[config.mk]
export PLATFORM = sky130hd
export DESIGN_NAME = coin_front_end
export DESIGN_NICKNAME = d
export VERILOG_FILES = /design/src/rtl/coin_pkg.sv /design/src/rtl/coin_debounce.sv /design/src/rtl/coin_front_end.sv
export SDC_FILE = /design/constraint.sdc
export NUM_CORES = 1
export LEC_CHECK = 0
export CORE_MARGIN = 2
export CORE_UTILIZATION = 30
export DETAILED_ROUTE_END_ITERATION = 16
export PLACE_DENSITY_LB_ADDON = 0.2
export SKIP_LAST_GASP = 1
export SYNTH_ARGS = -nofsm -noshare
export SYNTH_HDL_FRONTEND = slang
export SYNTH_SLANG_ARGS = --single-unit
[constraint.sdc]
create_clock -name clk -period 2.5 [get_ports clk]
set_clock_uncertainty 0.15 [all_clocks]
set_input_delay 0.375 -clock clk [delete_from_list [all_inputs] [get_ports clk]]
set_output_delay 0.375 -clock clk [all_outputs]
set_load 0.01 [all_outputs]
[src/rtl/coin_pkg.sv]
// coin_pkg: shared coin code type, parameter defaults and priority encoder
package coin_pkg;
  typedef enum logic [1:0] {NONE, NICKEL, DIME, QUARTER} coin_t;
  localparam int DEBOUNCE_CYCLES_DEF = 4;
  localparam int FIFO_DEPTH_DEF = 4;
  // One-hot select {Q,D,N} to coin code, quarter has highest priority
  function automatic coin_t code_of(input logic [2:0] sel);
    return sel[2] ? QUARTER : sel[1] ? DIME : sel[0] ? NICKEL : NONE;
  endfunction
endpackage

[src/rtl/coin_debounce.sv]
// coin_debounce: 2-flop synchronizer, level debounce and rising-edge event for one coin sensor
//   clk      in  clock
//   rst_n    in  asynchronous active-low reset
//   raw      in  asynchronous bouncy sensor level
//   evt      out one-cycle pulse when the debounced level rises
module coin_debounce #(
  parameter int DEBOUNCE_CYCLES = 4
) (
  input  logic clk,
  input  logic rst_n,
  input  logic raw,
  output logic evt
);
  localparam int CW = $clog2(DEBOUNCE_CYCLES + 1);
  logic s1, s2, deb_level, deb_prev;
  logic [CW-1:0] cnt;
  always_ff @(posedge clk or negedge rst_n) begin
    if (!rst_n) begin
      s1 <= 1'b0;
      s2 <= 1'b0;
      cnt <= '0;
      deb_level <= 1'b0;
      deb_prev <= 1'b0;
    end else begin
      s1 <= raw;
      s2 <= s1;
      deb_prev <= deb_level;
      // level follows s2 only after it has disagreed for DEBOUNCE_CYCLES straight edges
      if (s2 != deb_level) begin
        if (cnt == CW'(DEBOUNCE_CYCLES - 1)) begin
          deb_level <= s2;
          cnt <= '0;
        end else begin
          cnt <= cnt + 1'b1;
        end
      end else begin
        cnt <= '0;
      end
    end
  end
  assign evt = deb_level & ~deb_prev;
endmodule

[src/rtl/coin_front_end.sv]
// coin_front_end: debounces three coin sensors, arbitrates coin events into a FIFO and issues spaced coin pulses
//   clk                          in  clock
//   rst_n                        in  asynchronous active-low reset
//   coin_n_raw/coin_d_raw/coin_q_raw in raw nickel/dime/quarter sensors
//   dis_i                        in  downstream FSM is dispensing; hold off issue
//   N, D, Q                      out registered one-cycle coin pulses
//   coin_rej                     out registered pulse: a coin event was dropped
//   fifo_full                    out FIFO holds FIFO_DEPTH entries
//   busy                         out anything pending, queued or being issued
module coin_front_end import coin_pkg::*; #(
  parameter int DEBOUNCE_CYCLES = DEBOUNCE_CYCLES_DEF,
  parameter int FIFO_DEPTH = FIFO_DEPTH_DEF
) (
  input  logic clk,
  input  logic rst_n,
  input  logic coin_n_raw,
  input  logic coin_d_raw,
  input  logic coin_q_raw,
  input  logic dis_i,
  output logic N,
  output logic D,
  output logic Q,
  output logic coin_rej,
  output logic fifo_full,
  output logic busy
);
  localparam int AW = FIFO_DEPTH > 1 ? $clog2(FIFO_DEPTH) : 1;
  localparam int CW = $clog2(FIFO_DEPTH) + 1;
  logic [2:0] raw, ev, pend, grant, drop;
  logic [AW-1:0] wr, rd;
  logic [CW-1:0] count;
  logic push, pop;
  coin_t mem [FIFO_DEPTH];
  coin_t head;
  assign raw = {coin_q_raw, coin_d_raw, coin_n_raw};
  for (genvar i = 0; i < 3; i++) begin : g_deb
    coin_debounce #(.DEBOUNCE_CYCLES(DEBOUNCE_CYCLES)) u_deb (
      .clk(clk),
      .rst_n(rst_n),
      .raw(raw[i]),
      .evt(ev[i])
    );
  end
  assign fifo_full = count == CW'(FIFO_DEPTH);
  // while full, nothing is granted so pending flags simply wait
  always_comb begin
    grant = 3'b000;
    if (!fifo_full)
      grant = pend[2] ? 3'b100 : pend[1] ? 3'b010 : pend[0] ? 3'b001 : 3'b000;
  end
  assign push = |grant;
  // issuing only when no pulse is out spaces coins at least two cycles apart
  assign pop = (count != '0) & ~dis_i & ~(N | D | Q);
  assign drop = ev & pend & ~grant;
  assign head = mem[rd];
  assign busy = (|pend) | (count != '0) | N | D | Q;
  always_ff @(posedge clk) begin
    if (push)
      mem[wr] <= code_of(grant);
  end
  always_ff @(posedge clk or negedge rst_n) begin
    if (!rst_n) begin
      pend <= 3'b000;
      wr <= '0;
      rd <= '0;
      count <= '0;
      N <= 1'b0;
      D <= 1'b0;
      Q <= 1'b0;
      coin_rej <= 1'b0;
    end else begin
      pend <= (pend & ~grant) | ev;
      coin_rej <= |drop;
      count <= count + CW'(push) - CW'(pop);
      if (push)
        wr <= (wr == AW'(FIFO_DEPTH - 1)) ? '0 : wr + 1'b1;
      if (pop)
        rd <= (rd == AW'(FIFO_DEPTH - 1)) ? '0 : rd + 1'b1;
      N <= pop & (head == NICKEL);
      D <= pop & (head == DIME);
      Q <= pop & (head == QUARTER);
    end
  end
endmodule

==> results by group, run 1 <==
Logic synthesis
  – Top-area cell type share of the netlist area: 0.496
  – Synth Flop Type: dfrtp_1
  – Post-synth top area cell: dfrtp_1
  – Post-synth EDFFs: 8
  – Synthesized area: 1770 um2
  – Ys async rst share: 0.814
  – Top area cells in the synthesized netlist: dfrtp_1 (50%), edfxtp_1 (14%), ha_1 (7.1%), mux2_2 (3.2%), mux4_2 (2.6%)
  – Mean Syn Cell Area: 14.8 um2
  – Mapped Cells: 119
  – Number of distinct library cells after synthesis: 30
  – Sequential share of the synthesized area: 0.632
  – Syn_nets: 136
  – Ys Warns: 0
  – Seq cells post-synth: 43

Critical path
  – Kind of critical path: flop to flop
  – Worst path arrival time: 2340 ps
  – Critical Path RT: 2510 ps
  – Crit path max-delay family: adder cells
  – Reg-to-reg slack, setup: 170 ps
  – Max FO, Critical Path: 4
  – Worst Reg-to-Reg Cells: 9
  – Buf+Inv Stages, Crit Path: 2
  – Crit start category: flop
  – Worst Setup End Kind: flop
  – CP Cell Sequence: nor3_1, nor3b_2, ha_1, inv_1, ha_1, inv_1, fa_1, xnor2_1, xnor2_1
  – Worst path max stage delay: 460 ps
  – Crit-path slowest cell: dfrtp_1
  – Worst R2R End: count[2]$_DFF_PN0_
  – R2r startpoint: count[1]$_DFF_PN0_

STA
  – RSZ-0062 raised after global routing: false
  – Final critical-path required period: 2330 ps
  – Max-slew violation count: 0
  – Final period utilization: 0.930
  – Final setup TNS: 0 ps
  – Setup ws final: 175 ps
  – Pin slew with the least headroom to its limit: 426 ps
  – Max Clk Rate: 430 MHz
  – Final Hold Vio Count: 0
  – Worst hold margin: 204 ps
  – Max-slew headroom: 0.716
  – Final setup vio count: 0

Global route
  – Vias in the first global route: 999
  – Pin count of the biggest net entering global routing: 36
  – GRT overflow: 0
  – First-pass GRT wire length: 4.50 mm
  – Tot GR Track Use: 0.0918
  – Initial antenna violation count: 0

Detailed routing
  – WL final: 2.45 mm
  – DR pass1 iterations: 4
  – Initial DRC Count: 10
  – Antenna Violating Nets Remaining: 0
  – DR vias: 938
  – Per-cell routed wire length: 11.4 um
  – Via density: 4.38
  – DRC: 0

Cells and area
  – Fillers: 551
  – Fin nets: 158
  – Share of cells above drive strength 1: 0.218
  – Ant diodes: 0
  – Area grow syn2layout: 20.1%

Power
  – Power consumption: 2.83 mW
  – Static leakage: 0.940 nW
  – Peak supply drop: 0.000508 V
  – Cell area power density: 1340 nW/um2

Hold path
  – Hold_sp: g_deb[0].u_deb.s1$_DFF_PN0_
  – Worst hold path endpoint: g_deb[0].u_deb.s2$_DFF_PN0_
  – Worst hold-check path type: flop to flop
  – Hold Crit Depth: 0

Floorplanning
  – Die X: 80.7 um
  – Core area: 5610 um2
  – Die height: 80.7 um
  – Die area: 6510 um2
  – Rows: 27
  – I/O pin count: 12
  – Initial Util: 0.315

Clocking
  – Clock root cell: clkbuf_8
  – H-tree levels: 2
  – Worst skew pair latency: 290 ps
  – TritonCTS clock tree: done
  – Hold_buf cts: 0
  – Clock buffer depth: 2
  – Post-CTS setup buffers: 0
  – Clock-pin slew on the worst setup and hold paths: 80 ps
  – TritonCTS Buffers: 5
  – Post-CTS sizing: 0
  – CTS sink cnt: 43

Placed design
  – Gpl congestion: 0.675
  – Dpl ws: 34.4 ps
  – HPWL after DPL: 1.79 mm
  – PortBufs: 11

Flow run
  – Max Cap Viol: 0

Run status
  – Status: finished, final reports clean
[layer usage]
layer / wire length (um) / track usage / up-vias / share of wire
met5: 0 / 0 / - / 0
met4: 39 / 0.0458 / 0 / 0.016
met3: 102 / 0.0303 / 6 / 0.042
met2: 1160 / 0.149 / 16 / 0.47
met1: 1150 / 0.109 / 464 / 0.47
li1: - / - / 452 / -
[cells by family (layout without fill, tap and decap cells)]
family,count (synthesis),in the layout,synth area share
buffers and inverters,9,32,0.0234
xor gates and xnor gates,5,5,0.0248
AOI/OAI and AO/OA,6,6,0.0262
muxes,9,9,0.0744
and+or+nand+nor,36,36,0.137
DFF,43,43,0.632
adders and majority gates,11,11,0.0822
[metrics by stage]
step	util	std cells	instance area [um2]
2_1_floorplan	-	119	1770
4_1_cts	0.378	214	2120
6_report	0.378	214	2120
5_1_grt	0.378	214	2120
3_3_place_gp	0.355	206	1990
3_5_place_dp	0.355	206	1990
[Yosys cell counts, types with 2 or more instances]
| cell type | count |
|---|---|
| and2_2 | 4 |
| and3b_1 | 2 |
| dfrtp_1 | 35 |
| edfxtp_1 | 8 |
| ha_1 | 10 |
| inv_1 | 8 |
| mux2_2 | 5 |
| mux2_4 | 2 |
| mux4_2 | 2 |
| nand3_1 | 2 |
| nor2_1 | 6 |
| nor2b_1 | 6 |
| nor3_1 | 5 |
| nor3b_1 | 4 |
| xnor2_1 | 5 |
[cell type report]
type                            count  area (um2)  area share
Timing Repair Buffer               16         148      0.0696
Sequential cell                    43        1120       0.527
Multi-Input combinational cell     67         608       0.287
Clock inverter                      1        30.0      0.0142
Tap cell                           72        90.1      0.0425
Inverter                            8        30.0      0.0142
Clock buffer                        7        97.6      0.0460
[worst max-delay path by stage]
stage                            start                 end  cells past startpoint  slack (ps)
floorplan           count[1]$_DFF_PN0_  count[2]$_DFF_PN0_                     10         160
global placement                 dis_i  count[2]$_DFF_PN0_                      9         120
detailed placement               dis_i  count[2]$_DFF_PN0_                      9          30
CTS                 count[1]$_DFF_PN0_  count[2]$_DFF_PN0_                      9         160
global route         pend[2]$_DFF_PN0_  count[2]$_DFF_PN0_                     11          30
finish              count[1]$_DFF_PN0_  count[2]$_DFF_PN0_                      9         170
[state kept, by name (all words and copies together) (netlist names)]
register,count
count,3
g_deb.u_deb.deb_prev,3
rd,2
g_deb.u_deb.s1,3
pend,3
D,1
g_deb.u_deb.cnt,9
wr,2
N,1
Q,1
g_deb.u_deb.s2,3
mem,8
coin_rej,1
g_deb.u_deb.deb_level,3
[placed cells by master (no fill, tap or decap), types with 4 or more instances in the layout]
cell type	Yosys	layout
nor2b_1	6	6
edfxtp_1	8	8
inv_1	8	8
ha_1	10	10
mux2_2	5	5
clkdlybuf4s50_1	0	11
buf_4	0	5
clkbuf_8	0	5
nor3_1	5	5
and2_2	4	4
nor3b_1	4	4
dfrtp_1	35	34
nor2_1	6	6
xnor2_1	5	5
[where the power goes]
group	internal (mW)	leakage (nW)	switching, mW
registers	1.02	0.509	0.200
logic	0.579	0.368	0.453
clock network	0.359	0.0636	0.220
Power figures use the tool's default switching activity.
==> run 2: changes to the inputs <==
SETUP_SLACK_MARGIN = 0.05   (was unset)
TNS_END_PERCENT = 20   (was unset)
==> run 2 against run 1 <==
Wire length increased by 0.69%. Worst setup slack improved by 37 ps. Total power increased by 0.34%. Sequential power about the same. Sequential cell count unchanged. Cell count unchanged. Via count decreased by 0.11%. Fmax increased by 1.6%. Combinational power about the same. Largest power group unchanged. Critical path type is now flop to primary output.
==> results by group, run 2 (synthesis results as in run 1) <==
Run status
  – Status: finished, final reports clean

Critical path
  – Worst path max stage delay: 540 ps (+80 ps)
  – Worst Setup End Kind: primary output
  – Worst path arrival time: 1760 ps (-580 ps)
  – Kind of critical path: flop to primary output
  – Crit start category: flop
  – Crit-path slowest cell: clkdlybuf4s50_1
  – Buf+Inv Stages, Crit Path: 2 (unchanged)
  – Crit path max-delay family: buffers and inverters
  – Max FO, Critical Path: 8 (+4)
  – R2r startpoint: D$_DFF_PN0_
  – CP Cell Sequence: nor3b_4, buf_4, clkdlybuf4s50_1
  – Worst Reg-to-Reg Cells: 9 (unchanged)
  – Reg-to-reg slack, setup: 240 ps (+70 ps)
  – Worst R2R End: count[2]$_DFF_PN0_
  – Crit path depth: 3 (-6)
  – Critical Path RT: 1980 ps (-530 ps)

Clocking
  – Clock buffer depth: 2 (unchanged)
  – Hold_buf cts: 0 (unchanged)
  – Post-CTS sizing: 0 (unchanged)
  – Post-CTS setup buffers: 0 (unchanged)
  – Worst skew pair latency: 280 ps (about the same)
  – TritonCTS Buffers: 5 (unchanged)
  – H-tree levels: 2 (unchanged)
  – Clock root cell: clkbuf_8
  – CTS sink cnt: 43 (unchanged)
  – Clock-pin slew on the worst setup and hold paths: 80 ps (about the same)
  – TritonCTS clock tree: done

Cells and area
  – Non-filler cells, final: 214 (unchanged)
  – Multi-input combinational cell area: 618 um2 (+1.6%)
  – Commonest non-fill, non-tap cell in the layout: dfrtp_1
  – Fin nets: 158 (unchanged)
  – Biggest register: g_deb.u_deb.cnt
  – Top Registers: g_deb.u_deb.cnt: 9 flops, mem: 8 flops
  – Most frequent cells in the layout: dfrtp_1 (34), clkdlybuf4s50_1 (11), ha_1 (10), inv_1 (8), edfxtp_1 (8)
  – Max reg flops: 9 (unchanged)
  – FF/Latch Area: 1120 um2 (unchanged)
  – Area grow syn2layout: 20.7%
  – Ant diodes: 0 (unchanged)
  – Final core occ: 0.380 (+0.00179)
  – Fillers: 549 (-0.36%)
  – Share of cells above drive strength 1: 0.232 (+0.0141)
  – Final instance area: 2130 um2 (+0.47%)

Detailed routing
  – DRC: 0 (unchanged)
  – Per-cell routed wire length: 11.5 um (+0.69%)
  – Via density: 4.38 (-0.11%)
  – DR vias: 937 (-0.11%)
  – Antenna Violating Nets Remaining: 0 (unchanged)
  – DR pass1 iterations: 2 (-2)
  – Initial DRC Count: 19 (+9)
  – WL final: 2.47 mm (+0.69%)

STA
  – Final setup vio count: 0 (unchanged)
  – Max-slew headroom: 0.714 (-0.00170)
  – Final critical-path required period: 2290 ps (-37.2 ps)
  – Final period utilization: 0.915 (-0.0149)
  – Max Clk Rate: 437 MHz (+1.6%)
  – Max-slew violation count: 0 (unchanged)
  – RSZ-0062 raised after global routing: false
  – Final setup TNS: 0 ps (unchanged)
  – Final Hold Vio Count: 0 (unchanged)
  – Pin slew with the least headroom to its limit: 428 ps (+2.55 ps)

Placed design
  – Area post-placement: 1990 um2 (unchanged)
  – HPWL after DPL: 1.79 mm (unchanged)
  – Gpl congestion: 0.675 (unchanged)
  – # placed instances: 206 (unchanged)
  – PortBufs: 11 (unchanged)

Global route
  – Pin count of the biggest net entering global routing: 36 (unchanged)
  – Initial antenna violation count: 0 (unchanged)
  – Tot GR Track Use: 0.0918 (unchanged)
  – Vias in the first global route: 999 (unchanged)
  – GRT overflow: 0 (unchanged)
  – First-pass GRT wire length: 4.50 mm (unchanged)

Power
  – Peak supply drop: 0.000508 V (about the same)
  – Power consumption: 2.84 mW (+0.34%)
  – Static leakage: 0.943 nW (+0.27%)
  – Cell area power density: 1330 nW/um2 (-0.14%)

Floorplanning
  – Rows: 27 (unchanged)
  – I/O pin count: 12 (unchanged)
  – Die height: 80.7 um (unchanged)
  – Initial Util: 0.315 (unchanged)
  – Core area: 5610 um2 (unchanged)
  – Die X: 80.7 um (unchanged)
  – Die area: 6510 um2 (unchanged)

Hold path
  – Worst hold-check path type: flop to flop
  – Hold_sp: g_deb[0].u_deb.s1$_DFF_PN0_
  – Worst hold path endpoint: g_deb[0].u_deb.s2$_DFF_PN0_
  – Hold Crit Depth: 0 (unchanged)

Flow run
  – Max Cap Viol: 0 (unchanged)
run 2: cell count changes in the layout (fill, tap and decap cells not counted):
cell    delta
nor3_1     -2
nor3_2     +2
run 2: area by class of cell:
type                    count  share of cell area
flip-flops and latches     43               0.524
multi-input cells          67               0.290
repair buffers             16              0.0693
clock buffers               7              0.0458
well taps                  72              0.0423
clock inverters             1              0.0141
inverters                   8              0.0141
run 2: worst max path at each step:
stage,slack [ps],from,to
after floorplan,160,count[1]$_DFF_PN0_,count[2]$_DFF_PN0_
after global placement,120,dis_i,count[2]$_DFF_PN0_
final,210,count[1]$_DFF_PN0_,fifo_full
after global routing,90,pend[2]$_DFF_PN0_,count[2]$_DFF_PN0_
after detailed placement,30,dis_i,count[2]$_DFF_PN0_
after CTS,160,count[1]$_DFF_PN0_,count[2]$_DFF_PN0_
run 2: layer usage:
layer | global-route usage | share of wire | vias up | wire length, um
li1 | - | - | 452 | -
met1 | 0.109 | 0.46 | 466 | 1140
met2 | 0.149 | 0.48 | 14 | 1190
met3 | 0.0303 | 0.043 | 5 | 105
met4 | 0.0458 | 0.013 | 0 | 31
met5 | 0 | 0 | - | 0
run 2: report_power, final:
part | switching, mW | total [mW] | internal (mW) | leakage (nW)
clock | 0.219 | 0.578 | 0.359 | 0.0636
combinational | 0.453 | 1.04 | 0.583 | 0.371
sequential | 0.208 | 1.23 | 1.02 | 0.509
total | 0.880 | 2.84 | 1.96 | 0.943
run 2: worst register-to-register path, cell delays in order, from the launching register on:
cell	delay [ps]
dfrtp_1	390
nor3_2	200
nor3b_2	240
ha_1	260
inv_1	60
ha_1	130
inv_1	50
fa_1	380
xnor2_1	150
xnor2_1	130
run 2: metrics by stage:
stage,hold slack [ps],setup slack (ps)
after detailed placement,188,34.4
after global routing,222,93.5
after global placement,184,120
final,204,212
after floorplan,-70.6,157
after CTS,207,163
==> run 3: changes to the inputs <==
CAP_MARGIN = 40   (was unset)
DONT_BUFFER_PORTS = 1   (was unset)
==> run 3 against run 2 <==
Non-clock buffer count down 4. First-iteration DRC count up 63%. Die area unchanged. Hold slack worse by 3.0 ps. Combinational power down 5%. Critical path type is now flop to flop. Critical endpoint is now count[2]$_DFF_PN0_. Largest cell class unchanged. Largest power group unchanged.
==> results by group, run 3 (synthesis results as in run 1) <==
STA
  – RSZ-0062 raised after global routing: false
  – Max Clk Rate: 440 MHz (+0.75%)
  – Max-slew headroom: 0.808 (+0.0934)
  – Final critical-path required period: 2270 ps (-16.9 ps)
  – Final setup vio count: 0 (unchanged)
  – Final setup TNS: 0 ps (unchanged)
  – Max-slew violation count: 0 (unchanged)
  – Pin slew with the least headroom to its limit: 286 ps (-143 ps)
  – Final period utilization: 0.908 (-0.00677)
  – Final Hold Vio Count: 0 (unchanged)

Power
  – Static leakage: 0.930 nW (-1.4%)
  – Internal Power: 1.86 mW (-5.3%)
  – Combinational share of power: 0.361 (-0.003)
  – Sw Pwr: 871 uW (-0.99%)
  – Clock Power Share: 0.190 (-0.013)
  – Peak supply drop: 0.000483 V (-4.9%)
  – Cell area power density: 1320 nW/um2 (-1.1%)
  – Switching Share: 0.319 (+0.00951)
  – Share of power burned in registers: 0.449 (+0.017)

Detailed routing
  – Antenna Violating Nets Remaining: 0 (unchanged)
  – WL met2: 1.33 mm (+12%)
  – DR vias: 914 (-2.5%)
  – Per-cell routed wire length: 12.3 um (+7.1%)
  – Initial DRC Count: 31 (+12)
  – DRC: 0 (unchanged)
  – Max Used Layer: met4
  – Via density: 4.35 (-0.60%)
  – Routed wl met3: 123 um (+17%)
  – DR pass1 iterations: 2 (unchanged)
  – Met1 Wirelength: 1.11 mm (-3.0%)
  – WL final: 2.59 mm (+5.1%)

Critical path
  – Worst Setup End Kind: flop
  – Worst path max stage delay: 430 ps (-110 ps)
  – Worst Reg-to-Reg Cells: 9 (unchanged)
  – Kind of critical path: flop to flop
  – CP Cell Sequence: nor3_2, nor3b_2, ha_1, inv_1, ha_1, inv_1, fa_1, xnor2_1, xnor2_1
  – Reg-to-reg slack, setup: 230 ps (about the same)
  – Critical Path RT: 2560 ps (+580 ps)
  – Worst path arrival time: 2330 ps (+570 ps)
  – Crit-path slowest cell: dfrtp_1
  – Worst R2R End: count[2]$_DFF_PN0_
  – Crit start category: flop
  – R2r startpoint: D$_DFF_PN0_
  – Max FO, Critical Path: 2 (-6)

Placed design
  – Area post-placement: 1870 um2 (-5.9%)
  – HPWL after DPL: 1.89 mm (+5.2%)
  – PortBufs: 0 (-11)
  – Gpl congestion: 0.765 (+13%)

Cells and area
  – Most frequent cells in the layout: dfrtp_1 (35), ha_1 (10), inv_1 (8), edfxtp_1 (8), buf_4 (7)
  – Share of cells above drive strength 1: 0.246 (+0.0140)
  – Ant diodes: 0 (unchanged)
  – Fillers: 565 (+2.9%)
  – Area grow syn2layout: 17.2%
  – Top Registers: g_deb.u_deb.cnt: 9 flops, mem: 8 flops
  – Final instance area: 2070 um2 (-2.9%)
  – Fin nets: 154 (-2.5%)
  – Biggest register: g_deb.u_deb.cnt
  – Commonest non-fill, non-tap cell in the layout: dfrtp_1
  – Max reg flops: 9 (unchanged)

Floorplanning
  – Die height: 80.7 um (unchanged)
  – Rows: 27 (unchanged)
  – I/O pin count: 12 (unchanged)
  – Initial Util: 0.315 (unchanged)
  – Die X: 80.7 um (unchanged)
  – Core area: 5610 um2 (unchanged)
  – Die area: 6510 um2 (unchanged)

Clocking
  – Worst skew pair latency: 290 ps (about the same)
  – H-tree levels: 2 (unchanged)
  – TritonCTS Buffers: 5 (unchanged)
  – TritonCTS clock tree: done
  – Clock-pin slew on the worst setup and hold paths: 80 ps (about the same)
  – Clock buffer depth: 2 (unchanged)
  – Clock root cell: clkbuf_8
  – CTS sink cnt: 43 (unchanged)

Flow run
  – Max Cap Viol: 0 (unchanged)

Hold path
  – Worst hold-check path type: flop to flop
  – Hold_sp: g_deb[2].u_deb.s1$_DFF_PN0_
  – Hold Crit Depth: 0 (unchanged)
  – Worst hold path endpoint: g_deb[2].u_deb.s2$_DFF_PN0_

Global route
  – Tot GR Track Use: 0.0955 (+0.00370)
  – GRT overflow: 0 (unchanged)
  – First-pass GRT wire length: 4.51 mm (+0.31%)
  – Initial antenna violation count: 0 (unchanged)
  – Vias in the first global route: 947 (-5.2%)
  – Pin count of the biggest net entering global routing: 36 (unchanged)

Run status
  – Status: finished, final reports clean
==> run 3: changes by cell type in the layout (fill, tap and decap cells not counted), sizes merged <==
cell / delta
buf: +3
clkbuf: -2
dlygate4sd3: +4
clkdlybuf4s50: -11
clkinv: +2
==> run 3: worst max-delay path by stage <==
stage                        from                  to  slack [ps]  depth (start not counted)
3_3_place_gp          D$_DFF_PN0_  count[2]$_DFF_PN0_         230                          9
4_1_cts        count[1]$_DFF_PN0_  count[2]$_DFF_PN0_         180                          9
6_report              D$_DFF_PN0_  count[2]$_DFF_PN0_         230                          9
3_5_place_dp   count[1]$_DFF_PN0_  count[2]$_DFF_PN0_         200                          9
2_1_floorplan  count[1]$_DFF_PN0_  count[2]$_DFF_PN0_         160                         10
5_1_grt               D$_DFF_PN0_  count[2]$_DFF_PN0_          40                          9
==> run 3: through the flow <==
stage / cells / power (mW) / hold slack [ps] / util / setup slack, ps
2_1_floorplan: 119 / 1.94 / -70.6 / - / 157
5_1_grt: 210 / 2.98 / 220 / 0.369 / 42.4
6_report: 210 / 2.73 / 201 / 0.369 / 229
3_3_place_gp: 194 / 2.11 / -69.7 / 0.334 / 229
3_5_place_dp: 194 / 2.19 / -69.7 / 0.334 / 203
4_1_cts: 207 / 2.74 / 206 / 0.364 / 181
==> run 3: area by class of cell <==
type / count / area, um2 / area share
clock buffer: 5 / 68.8 / 0.0333
timing repair buffer: 12 / 113 / 0.0544
clock inverter: 3 / 38.8 / 0.0187
inverter: 8 / 30.0 / 0.0145
multi-input combinational: 67 / 613 / 0.296
tap: 72 / 90.1 / 0.0435
sequential: 43 / 1120 / 0.539
==> run 3: per-layer routing <==
layer | vias to the layer above | global-route usage
met1 | 452 | 0.109
li1 | 445 | -
met2 | 15 | 0.155
met5 | - | 0
met4 | 0 | 0.0305
met3 | 2 | 0.0506
==> run 3: repair_timing <==
| action | CTS | global route |
|---|---|---|
| hold buffers | 5 | 0 |
| hold endpoints to repair | 38 | 0 |
| endpoints found under the setup margin | 0 | 1 |
| setup buffers | 0 | 3 |
| gates resized for setup | 0 | 1 |
==> run 3: power by group through the flow <==
| stage | Clock [mW] | Sequential, mW | Combinational [mW] |
|---|---|---|---|
| 4_1_cts | 0.545 | 1.23 | 0.967 |
| 5_1_grt | 0.578 | 1.27 | 1.14 |
| 3_3_place_gp | 0 | 1.23 | 0.881 |
| 2_1_floorplan | 0 | 1.19 | 0.745 |
| 6_report | 0.520 | 1.23 | 0.985 |
| 3_5_place_dp | 0 | 1.25 | 0.942 |
==> run 3: worst max-delay path: cells and delay by family, from the launching register on <==
family        cells  cell delay, ps
fa+ha+maj         3             760
xor+xnor          2             320
flops             1             430
buf+inv           2             110
simple gates      2             440
==> edit 1, RTL diff (flow settings as in run 2) <==
Change the package constant `DEBOUNCE_CYCLES_DEF` from 4 to 2.
--- a/src/rtl/coin_pkg.sv
+++ b/src/rtl/coin_pkg.sv
@@ -1,7 +1,7 @@
 // coin_pkg: shared coin code type, parameter defaults and priority encoder
 package coin_pkg;
   typedef enum logic [1:0] {NONE, NICKEL, DIME, QUARTER} coin_t;
-  localparam int DEBOUNCE_CYCLES_DEF = 4;
+  localparam int DEBOUNCE_CYCLES_DEF = 2;
   localparam int FIFO_DEPTH_DEF = 4;
   // One-hot select {Q,D,N} to coin code, quarter has highest priority
   function automatic coin_t code_of(input logic [2:0] sel);
Formal check against the unedited RTL: not equivalent (a bounded check fails within 10 cycles, from zero or initial values and one cycle with rst_n low).
==> edit 1 against run 2 <==
  * Area after synthesis fell by 9.0%
  * Design area fell by 10%
  * Critical path depth rose by 5
  * Wire length fell by 5.7%
  * Via count fell by 5.9%
  * Setup slack improved by 0.021 ns
  * Sequential share of layout area rose by 2.0 points
  * Global-route usage rose by 0.13 points
  * Total power fell by 12%
  * Sequential cell count fell by 3
  * Combinational power fell by 8%
  * Largest power group unchanged
==> edit 1: results <==
metrics = {
    "outcome": {
        "status": "finished clean",
    },
    "synth": {
        "synth_fp_nets": 127,
        "synth.distinct_cells": 31,
        "synth-seq-area-share_pct": 64.80,
        "ys_top_cells_by_count": "dfrtp_1, inv_1, edfxtp_1, nor2_1, ha_1",
        "syn_inst": 113,
        "async_flop_share_pct": 80.00,
        "ys_top_cells_by_area": "dfrtp_1, edfxtp_1, ha_1",
    },
    "timing": {
        "relSlewSlack_pct": 74.08,
    },
    "final_layout": {
        "num-nets-final": 148,
        "fin_cells": 204,
        "regMostFlops": "mem",
        "final_layout_size_suffix_gt1_share_pct": 19.40,
        "reg.largest.list": "mem x8, g_deb.u_deb.cnt x6",
    },
    "drt": {
        "dr.pass1.iters": 4,
        "drtIter0Drc": 17,
        "routed_wirelength_um": 2326,
        "vias": 882,
    },
    "place": {
        "dpl.hpwl_um": 1732,
        "gp_congestion": 0.7237,
    },
    "global_route": {
        "grt_max_degree": 33,
        "grt_pass1_vias": 903,
        "grt.total_usage_pct": 9.308,
        "grt_pass1_wl_um": 4153,
    },
    "job": {
        "maxCapViolCount": 0,
    },
    "clock_network": {
        "postCtsResizedCells": 0,
        "cts.clk_slew.worst_paths_ns": 0.07,
    },
    "setup_path": {
        "critPathMaxFanout": 2,
        "arrival_ns": 2.28,
    },
    "power_and_ir_drop": {
        "leakagePower_nw": 0.8353,
        "ir_drop_v": 0.0003965,
        "swShare_pct": 32.74,
    },
}
[edit 1: cell types whose count changed after synthesis, sizes merged, moves of 2 or more]
cell	change
inv	+3
a31o	+2
nor2b	-5
o21ai	+2
mux2	-2
nor2	+2
nor3b	-4
dfrtp	-3
ha	-3
[edit 1: through the flow]
| step | util (%) | setup WS (ns) | hold slack (ns) | total power [W] | cell area (um2) |
|---|---|---|---|---|---|
| after floorplan | - | 0.2123 | -0.07059 | 0.001792 | 1607 |
| after global placement | 35.61 | 0.1567 | 0.1842 | 0.002069 | 1831 |
| after detailed placement | 35.61 | 0.08501 | 0.1879 | 0.002134 | 1831 |
| after CTS | 37.12 | 0.1503 | 0.2043 | 0.002541 | 1908 |
| after global routing | 37.22 | 0.1002 | 0.2121 | 0.002695 | 1913 |
| final | 37.22 | 0.2333 | 0.1996 | 0.002492 | 1913 |
[edit 1: worst paths after layout]
path                                    from                       to  slack, ns  cells after the start
max                                        D                 count[2]       0.23                      8
min                        g_deb[2].u_deb.s1        g_deb[2].u_deb.s2       0.20                      0
max reg2reg                                D                 count[2]       0.23                      8
min reg2reg                g_deb[2].u_deb.s1        g_deb[2].u_deb.s2       0.20                      0
max in group asynchronous              rst_n  g_deb[2].u_deb.deb_prev       1.58                      2
min in group asynchronous              rst_n                    rd[0]       0.34                      2
[edit 1: power by group through the flow]
stage               logic (W)  registers (W)  clock network (W)
detailed placement   0.000966        0.00117                  0
CTS                  0.000979        0.00116           0.000407
floorplan            0.000663        0.00113                  0
global placement     0.000917        0.00115                  0
finish               0.000955        0.00115           0.000385
global route          0.00106        0.00119           0.000441
[edit 1: kinds of logic after synthesis]
group / after synthesis / synth area share (%)
buffers and inverters: 12 / 2.804
XOR/XNOR: 5 / 2.726
AO/OA/AOI/OAI: 11 / 4.752
multiplexers: 7 / 6.775
AND/OR/NAND/NOR: 30 / 11.45
flip-flops: 40 / 64.80
adder cells (fa/ha/maj): 8 / 6.698
[edit 1: worst max-delay path, cell delays in order, from the launching register on]
cell and delay, ns:
dfrtp_1 0.37, nor3_1 0.27, nor3b_2 0.27, ha_1 0.15, inv_1 0.04, ha_1 0.18, fa_1 0.38, xor2_1 0.19
xnor2_1 0.15
[edit 1: final cells by class]
type	instances	area, um2
timing repair buffer	15	140.1
inverter	11	41.29
sequential	40	1041
clock inverter	1	5.005
tap	70	87.58
clock buffer	6	72.57
multi-input combinational	61	525.5
fill	527	3227
[edit 1: metal layers]
layer	up-vias	GRT usage, %	wire [um]
li1	424	-	-
met1	434	10.64	955
met5	-	0	0
met3	5	3.647	132
met2	19	14.52	1187
met4	0	5.893	51
==> edit 2, RTL diff (config.mk and constraints of run 2) <==
Without the edit above. Make the reset (`rst_n`) synchronous in 2 clocked blocks. Comments in the files are not updated.
--- a/src/rtl/coin_debounce.sv
+++ b/src/rtl/coin_debounce.sv
@@ -14,7 +14,7 @@
   localparam int CW = $clog2(DEBOUNCE_CYCLES + 1);
   logic s1, s2, deb_level, deb_prev;
   logic [CW-1:0] cnt;
-  always_ff @(posedge clk or negedge rst_n) begin
+  always_ff @(posedge clk) begin
     if (!rst_n) begin
       s1 <= 1'b0;
       s2 <= 1'b0;
--- a/src/rtl/coin_front_end.sv
+++ b/src/rtl/coin_front_end.sv
@@ -58,7 +58,7 @@
     if (push)
       mem[wr] <= code_of(grant);
   end
-  always_ff @(posedge clk or negedge rst_n) begin
+  always_ff @(posedge clk) begin
     if (!rst_n) begin
       pend <= 3'b000;
       wr <= '0;
Behaviour: differs if rst_n is asserted again (counterexample within 10 cycles, from zero or initial values and one cycle with rst_n low); with rst_n held inactive, the same outputs for 10 cycles.
==> edit 2 against run 2 <==
  * Wire length rose by 11%
  * Design area is 0.12% lower
  * Sequential cell count up 2
  * Setup slack worse by 0.15 ns
  * Area after synthesis rose by 0.43%
  * Non-clock buffer count down 1
  * Critical endpoint unchanged
Power is not compared: it rests on default switching activity, and its combinational part moved more than twofold at a synthesized area within 25%.
==> edit 2: results <==
metrics = {
    "outcome": {
        "status": "finished clean",
    },
    "final_layout": {
        "num-nets-final": 200,
        "nFillCells": 592,
        "reg.largest.list": "g_deb.u_deb.cnt x9, mem x8",
        "final_layout_size_suffix_gt1_share_pct": 12.71,
    },
    "global_route": {
        "grt_pass1_vias": 1154,
        "grt_pass1_wl_um": 4926,
        "use_met1_pct": 11.44,
        "use_met2_pct": 17.11,
        "grt.met3_usage_pct": 3.333,
        "grt.total_usage_pct": 9.925,
        "grt_max_degree": 17,
        "gr-max-usage-layer": "met2",
    },
    "drt": {
        "vias": 1143,
        "dr.pass1.iters": 4,
        "routed_wirelength_um": 2731,
        "drtIter0Drc": 16,
    },
    "setup_path": {
        "critPathMaxFanout": 10,
        "arrival_ns": 1.91,
        "reg2regPathDepth": 11,
    },
    "power_and_ir_drop": {
        "ir_drop_v": 0.0003415,
    },
    "synth": {
        "synth-seq-area-share_pct": 55.33,
        "ys_top_cells_by_area": "dfxtp_1, edfxtp_1, ha_1",
        "yosysWarnings": 0,
        "async_flop_share_pct": 0,
        "synth_fp_nets": 181,
        "synth.distinct_cells": 30,
        "ys_top_cells_by_count": "dfxtp_1, nor2_1, and2_1, inv_1, ha_1",
    },
    "clock_network": {
        "ctsRootBufferMaster": "clkbuf_8",
        "cts_setup_buffers": 0,
        "numCtsBuffers": 5,
        "clk_latency_ns": 0.28,
    },
    "place": {
        "gp_congestion": 0.7060,
        "dpl.hpwl_um": 2085,
        "dp_slack_ns": -0.3265,
        "io_buffer_count": 11,
    },
    "min_path": {
        "holdPathStages": 1,
    },
    "timing": {
        "tightest_slew_ns": 0.5077,
    },
}
edit 2: cells by family after synthesis:
family | Yosys count | synth area share, %
AO/OA/AOI/OAI | 17 | 5.786
XOR/XNOR | 5 | 2.470
adder cells (fa/ha/maj) | 14 | 10.30
buffers and inverters | 19 | 4.235
flip-flops | 45 | 55.33
multiplexers | 5 | 4.234
AND/OR/NAND/NOR | 56 | 17.64
edit 2: power breakdown:
part	switching [W]	internal [W]
registers	0.0000465	0.000787
clock network	0.000223	0.000296
logic	0.000183	0.000199
edit 2: routing by layer:
layer	part of all wire (%)	routed length (um)
met1	45	1217
met2	50	1367
met3	4.2	114
met4	1.1	31
met5	0	0
edit 2: timing repair:
action                                  CTS  global route
gates resized for setup                   7             1
endpoints found under the setup margin    1             3
hold buffers                              0             0
edit 2: final timing paths:
kind	from	to	slack, ns
setup / recovery	count[2]	fifo_full	0.07
hold / removal	g_deb[2].u_deb.cnt[0]	g_deb[2].u_deb.cnt[0]	0.27
setup reg to reg	count[2]	count[2]	0.13
hold reg to reg	g_deb[2].u_deb.cnt[0]	g_deb[2].u_deb.cnt[0]	0.27
edit 2: area by class of cell:
class / instances / area (um2) / share of cell area (%)
clock buffers: 6 / 72.57 / 3.410
clock inverters: 2 / 35.03 / 1.646
inverters: 16 / 60.06 / 2.822
multi-input cells: 97 / 747.0 / 35.10
flip-flops and latches: 45 / 983.4 / 46.21
well taps: 72 / 90.09 / 4.233
repair buffers: 15 / 140.1 / 6.584
edit 2: stage by stage:
step | TNS, ns | cell area [um2] | std cells
after floorplan | 0 | 1782 | 161
after global placement | -0.3632 | 1993 | 245
after detailed placement | -0.5124 | 1993 | 245
after CTS | 0 | 2123 | 253
after global routing | -0.01156 | 2128 | 253
final | 0 | 2128 | 253
edit 2: worst max-delay path, stage by stage (launching register included):
cell             delay, ns
dfxtp_2               0.37
or3b_4                0.40
inv_1                 0.12
buf_4                 0.18
clkdlybuf4s50_1       0.55
